--- src/rtl/tile_rom_arbiter.sv ---
// N-channel tile-ROM fetch arbiter: one pending read slot per layer fetcher, serialised
// onto a single toggle-handshake ROM port, data returned with a per-channel load strobe.
module tile_rom_arbiter #(
    parameter int unsigned NUM_CH    = 2,
    parameter int unsigned ADDR_W    = 21,
    parameter int unsigned DATA_W    = 32,
    parameter int unsigned TAG_W     = 2,
    parameter int unsigned PRIO_MODE = 0
) (
    input  logic                     clk,
    input  logic                     resetn,
    input  logic [NUM_CH-1:0]        ch_req,
    input  logic [NUM_CH*ADDR_W-1:0] ch_addr,
    input  logic [NUM_CH*TAG_W-1:0]  ch_tag,
    output logic [NUM_CH-1:0]        ch_busy,
    output logic [NUM_CH-1:0]        load,
    output logic [DATA_W-1:0]        load_data,
    output logic [TAG_W-1:0]         load_tag,
    output logic [NUM_CH-1:0]        overrun,
    input  logic                     overrun_clr,
    output logic [ADDR_W-1:0]        rom_address,
    output logic                     rom_req,
    input  logic                     rom_ack,
    input  logic [DATA_W-1:0]        rom_data
);

    localparam int unsigned CH_W = (NUM_CH > 1) ? $clog2(NUM_CH) : 1;

    typedef enum logic {
        ST_IDLE,
        ST_WAIT
    } state_t;

    state_t              state_q, state_d;
    logic [NUM_CH-1:0]   pend_q, pend_d;
    logic [ADDR_W-1:0]   addr_q [NUM_CH];
    logic [ADDR_W-1:0]   addr_d [NUM_CH];
    logic [TAG_W-1:0]    tag_q  [NUM_CH];
    logic [TAG_W-1:0]    tag_d  [NUM_CH];
    logic [NUM_CH-1:0]   overrun_q, overrun_d;
    logic [NUM_CH-1:0]   load_q, load_d;
    logic [DATA_W-1:0]   load_data_q, load_data_d;
    logic [TAG_W-1:0]    load_tag_q, load_tag_d;
    logic [CH_W-1:0]     flight_q, flight_d;
    logic [TAG_W-1:0]    flight_tag_q, flight_tag_d;
    logic [CH_W-1:0]     last_q, last_d;
    logic [ADDR_W-1:0]   rom_addr_q, rom_addr_d;
    logic                rom_req_q, rom_req_d;

    logic [CH_W-1:0]     win;
    logic                win_vld;
    logic                issue;

    // Scan from the farthest candidate to the nearest so the last hit is the winner.
    always_comb begin
        win     = '0;
        win_vld = 1'b0;
        if (PRIO_MODE == 1 || NUM_CH == 1) begin
            for (int unsigned i = NUM_CH; i > 0; i--) begin
                if (pend_q[i-1]) begin
                    win     = CH_W'(i - 1);
                    win_vld = 1'b1;
                end
            end
        end else begin
            for (int unsigned d = NUM_CH; d > 0; d--) begin
                int unsigned idx;
                idx = (32'(last_q) + d) % NUM_CH;
                if (pend_q[idx]) begin
                    win     = CH_W'(idx);
                    win_vld = 1'b1;
                end
            end
        end
    end

    // A stale ack left over from before reset keeps rom_ack != rom_req and blocks issue.
    assign issue = (state_q == ST_IDLE) && (rom_req_q == rom_ack) && win_vld;

    always_comb begin
        state_d      = state_q;
        pend_d       = pend_q;
        addr_d       = addr_q;
        tag_d        = tag_q;
        overrun_d    = overrun_q;
        load_d       = '0;
        load_data_d  = load_data_q;
        load_tag_d   = load_tag_q;
        flight_d     = flight_q;
        flight_tag_d = flight_tag_q;
        last_d       = last_q;
        rom_addr_d   = rom_addr_q;
        rom_req_d    = rom_req_q;

        case (state_q)
            ST_IDLE: begin
                if (issue) begin
                    rom_addr_d   = addr_q[win];
                    rom_req_d    = ~rom_req_q;
                    pend_d[win]  = 1'b0;
                    flight_d     = win;
                    flight_tag_d = tag_q[win];
                    last_d       = win;
                    state_d      = ST_WAIT;
                end
            end
            ST_WAIT: begin
                if (rom_ack == rom_req_q) begin
                    load_data_d      = rom_data;
                    load_tag_d       = flight_tag_q;
                    load_d[flight_q] = 1'b1;
                    state_d          = ST_IDLE;
                end
            end
            default: state_d = ST_IDLE;
        endcase

        if (overrun_clr) begin
            overrun_d = '0;
        end

        // New requests land after the issue decision: a request for the channel being
        // issued refills its slot without counting as an overwrite.
        for (int unsigned i = 0; i < NUM_CH; i++) begin
            if (ch_req[i]) begin
                if (pend_q[i] && !(issue && (win == CH_W'(i)))) begin
                    overrun_d[i] = 1'b1;
                end
                pend_d[i] = 1'b1;
                addr_d[i] = ch_addr[i*ADDR_W +: ADDR_W];
                tag_d[i]  = ch_tag[i*TAG_W +: TAG_W];
            end
        end
    end

    always_ff @(posedge clk or negedge resetn) begin
        if (!resetn) begin
            state_q      <= ST_IDLE;
            pend_q       <= '0;
            for (int unsigned i = 0; i < NUM_CH; i++) begin
                addr_q[i] <= '0;
                tag_q[i]  <= '0;
            end
            overrun_q    <= '0;
            load_q       <= '0;
            load_data_q  <= '0;
            load_tag_q   <= '0;
            flight_q     <= '0;
            flight_tag_q <= '0;
            last_q       <= CH_W'(NUM_CH - 1);
            rom_addr_q   <= '0;
            rom_req_q    <= 1'b0;
        end else begin
            state_q      <= state_d;
            pend_q       <= pend_d;
            addr_q       <= addr_d;
            tag_q        <= tag_d;
            overrun_q    <= overrun_d;
            load_q       <= load_d;
            load_data_q  <= load_data_d;
            load_tag_q   <= load_tag_d;
            flight_q     <= flight_d;
            flight_tag_q <= flight_tag_d;
            last_q       <= last_d;
            rom_addr_q   <= rom_addr_d;
            rom_req_q    <= rom_req_d;
        end
    end

    always_comb begin
        ch_busy = pend_q;
        if (state_q == ST_WAIT) begin
            ch_busy[flight_q] = 1'b1;
        end
    end

    assign load        = load_q;
    assign load_data   = load_data_q;
    assign load_tag    = load_tag_q;
    assign overrun     = overrun_q;
    assign rom_address = rom_addr_q;
    assign rom_req     = rom_req_q;

endmodule

--- config.mk ---
export PLATFORM = sky130hd
export DESIGN_NAME = tile_rom_arbiter
export DESIGN_NICKNAME = d
export VERILOG_FILES = /design/src/rtl/tile_rom_arbiter.sv
export SDC_FILE = /design/constraint.sdc
export NUM_CORES = 1
export LEC_CHECK = 0
export ABC_CLOCK_PERIOD_IN_PS = 2300
export CORE_UTILIZATION = 40
export DETAILED_ROUTE_END_ITERATION = 12
export PLACE_DENSITY = 0.71
export SYNTH_ARGS = -nofsm -noshare
export SYNTH_HDL_FRONTEND = slang
export SYNTH_SLANG_ARGS = --single-unit
--- constraint.sdc ---
create_clock -name clk -period 2.3 [get_ports clk]
set_input_delay 0.69 -clock clk [delete_from_list [all_inputs] [get_ports clk]]
set_output_delay 0.69 -clock clk [all_outputs]
set_load 0.005 [all_outputs]
==> impl_metrics.yaml <==
outcome:
  status: "finished clean"
worst_setup_path:
  cp-end-kind: "output pin"
  crit_type: "reg2out"
  cp.buffers_inverters: 2
  critPathArrivalTime_ps: 1550
  crit_required_ps: 1610
  max_stage_delay_ps: 440
  path_delay_family: "buffers and inverters"
  startpoint_type: "flop"
  crit_chain: "buf_4 > a21o_1 > clkdlybuf4s50_1"
  critPathMaxFanout: 4
  cpMaxStageDelayCell: "clkdlybuf4s50_1"
cts:
  cts_tree: "built"
  cts_buffers: 17
  cts.path.max_buffers: 2
  cts_root_buf: "clkbuf_16"
  path_clk_slew_ps: 50
  worstSkewPairLatency_ps: 400
  cts_hold_buf: 0
  cts_sinks: 113
  htreeDepth: 4
logic_synthesis:
  synthFlopType: "dfrtp_1"
  synth_enable_flop_cells: 0
  synth_top_family_by_area: "multiplexers"
  syn_nets: 399
  seq_area_frac_synth_pct: 62.25
  yosys_warnings: 0
  synth_compound_area_share_pct: 7.296
  synthAdderAreaFrac_pct: 0
  synth-simple-area-share_pct: 6.195
  syn_area_um2: 4544
  syn_area_per_cell_um2: 14.43
  synthDominantCellAreaShare_pct: 61.67
  synth_area_leader_cell: "dfrtp_1"
  ys_top_cells_by_area: "dfrtp_1 62%, mux2_2 13%, mux2_1 6.9%"
  ys_ff_latch: 113
  synth-xor-area-share_pct: 0.3579
  synthCells: 315
  synthArstFlopShare_pct: 100.0
  synth_cell_types: 26
  synth_mux_area_share_pct: 19.82
sta:
  post-route-period-util_pct: 97.50
  setup_ws_ps: 57.55
  fin_crit_ps: 2242
  clock_skew_ps: 6.689
  setup_violations: 0
  timing.hold.ws_ps: 284.3
  rsz0062_at_grt: "false"
  max_slew_margin_pct: 38.99
  fmax_mhz: 445.9
  drv_slew: 0
  finalHoldViolCount: 0
  tightest_slew_ps: 911.0
floorplan:
  die_area_um2: 11790
  core-area_um2: 10940
  rows: 38
  initial_core_util_pct: 41.56
  ioPinCount: 146
  die_w_um: 108.6
  die_y_um: 108.6
place:
  dp_slack_ps: -92.40
  portBuffers: 145
  place.gp.congestion: 0.8270
  dp_hpwl_mm: 7.605
global_routing:
  grt_max_degree: 59
  grt_pass1_wl_mm: 17.32
  grt.overflow.total: 0
  grt_use_total_pct: 19.73
  grt_pass1_vias: 3311
  grt_antenna_before_repair: 0
finish:
  drive_above_1_share_pct: 21.65
  area_growth_pct: 50.74
  diodes: 0
  final_net_count: 556
  final_cell_mix: "143 x clkdlybuf4s50_1, 112 x dfrtp_1, 52 x mux2_2"
  final_common_cell: "clkdlybuf4s50_1"
  nFillCells: 890
detailed_routing:
  via_per_inst: 5.077
  postRouteWirelength_mm: 10.81
  drcViolationCount: 0
  wl_per_cell_um: 17.29
  firstDrtPassIters: 4
  drtIter0Drc: 117
  ant_nets: 0
  num_vias: 3173
power:
  p_sw_w: 0.002580
  p_sw_share_pct: 28.48
  p_int_w: 0.006478
  p_comb_share_pct: 36.3
  peakVddDrop_mv: 0.7342
  p_clk_share_pct: 29.9
  p_per_area_nw_per_um2: 1322
  seqPwrFrac_pct: 33.8
  power.leakage_nw: 2.913
flow_run:
  drv_cap: 0
hold_path:
  holdCritPathClass: "in2async"
[worst paths after layout]
path	start	cells after the start	slack, ps	endpoint
max in group asynchronous	resetn	2	1690	last_q
max	state_q	3	60	ch_busy[0]
min in group clk	flight_q	1	450	load[0]
min reg2reg	flight_q	1	450	load[0]
min	resetn	2	280	load_data[11]
max reg2reg	pend_q[1]	4	390	flight_tag_q[0]
[state kept, by name, indices dropped and copies added (netlist names), 2 cells and up]
signal / count
load_tag: 2
load: 2
addr_q: 42
load_data: 32
tag_q: 4
overrun: 2
pend_q: 2
flight_tag_q: 2
rom_address: 21
[cell families after synthesis]
family | Yosys count
flip-flops | 113
multiplexers | 80
AND/OR/NAND/NOR | 56
AO/OA/AOI/OAI | 34
buffers and inverters | 31
XOR/XNOR | 1
[metal layers]
layer  share of wire, %  global-route usage (%)  vias up
met5                  0                       0        -
met4               0.92                   7.143        0
met3                5.8                   5.124        9
met2                 51                   33.18      104
met1                 43                   24.43     1578
li1                   -                       -     1482
[worst reg2reg max path, cell delays in order (launching register included)]
cell	delay [ps]
dfrtp_1	400
nor2b_2	770
nor4_1	180
buf_4	190
a221o_1	260
[final cells by class]
cell class                 count  area, µm²  area share (%)
clock buffer                  22      454.2           6.630
clock inverter                10      158.9           2.320
inverter                       5      18.77          0.2740
multi-input combinational    171       1533           22.37
sequential                   113       2829           41.30
tap                          140      175.2           2.557
timing repair buffer         164       1682           24.55
[power groups by stage]
stage	clock, W	combinational [W]	sequential, W
floorplan	0	0.00159	0.00307
finish	0.00271	0.00329	0.00306
detailed placement	0	0.00329	0.00310
global placement	0	0.00318	0.00307
CTS	0.00275	0.00332	0.00307
global route	0.00285	0.00357	0.00315
[synth_stat cells, drive strengths merged (2+ instances only)]
cell type and count:
nor4 23, o21ai 2, or2 2, clkbuf 13, dfrtp 112, buf 13, nand2 27, a21o 2
o21bai 2, inv 5, mux2 80, nor2 2, a221o 23, a21boi 2
[per-stage QoR]
step	setup TNS [ps]	power [W]	util [%]	area, µm²	cells
final	0	0.009058	62.64	6850	625
after global routing	0	0.009570	62.64	6850	625
after CTS	0	0.009143	62.62	6848	625
after detailed placement	-4281	0.006393	56.95	6227	592
after global placement	-2701	0.006252	56.95	6227	592
after floorplan	0	0.004660	-	4544	315
[repair_timing]
action | 4_1_cts | 5_1_grt
gates resized for setup | 1 | 2
setup endpoints to repair | 1 | 2
setup buffers | 1 | 0
(Power assumes the default switching activity.)
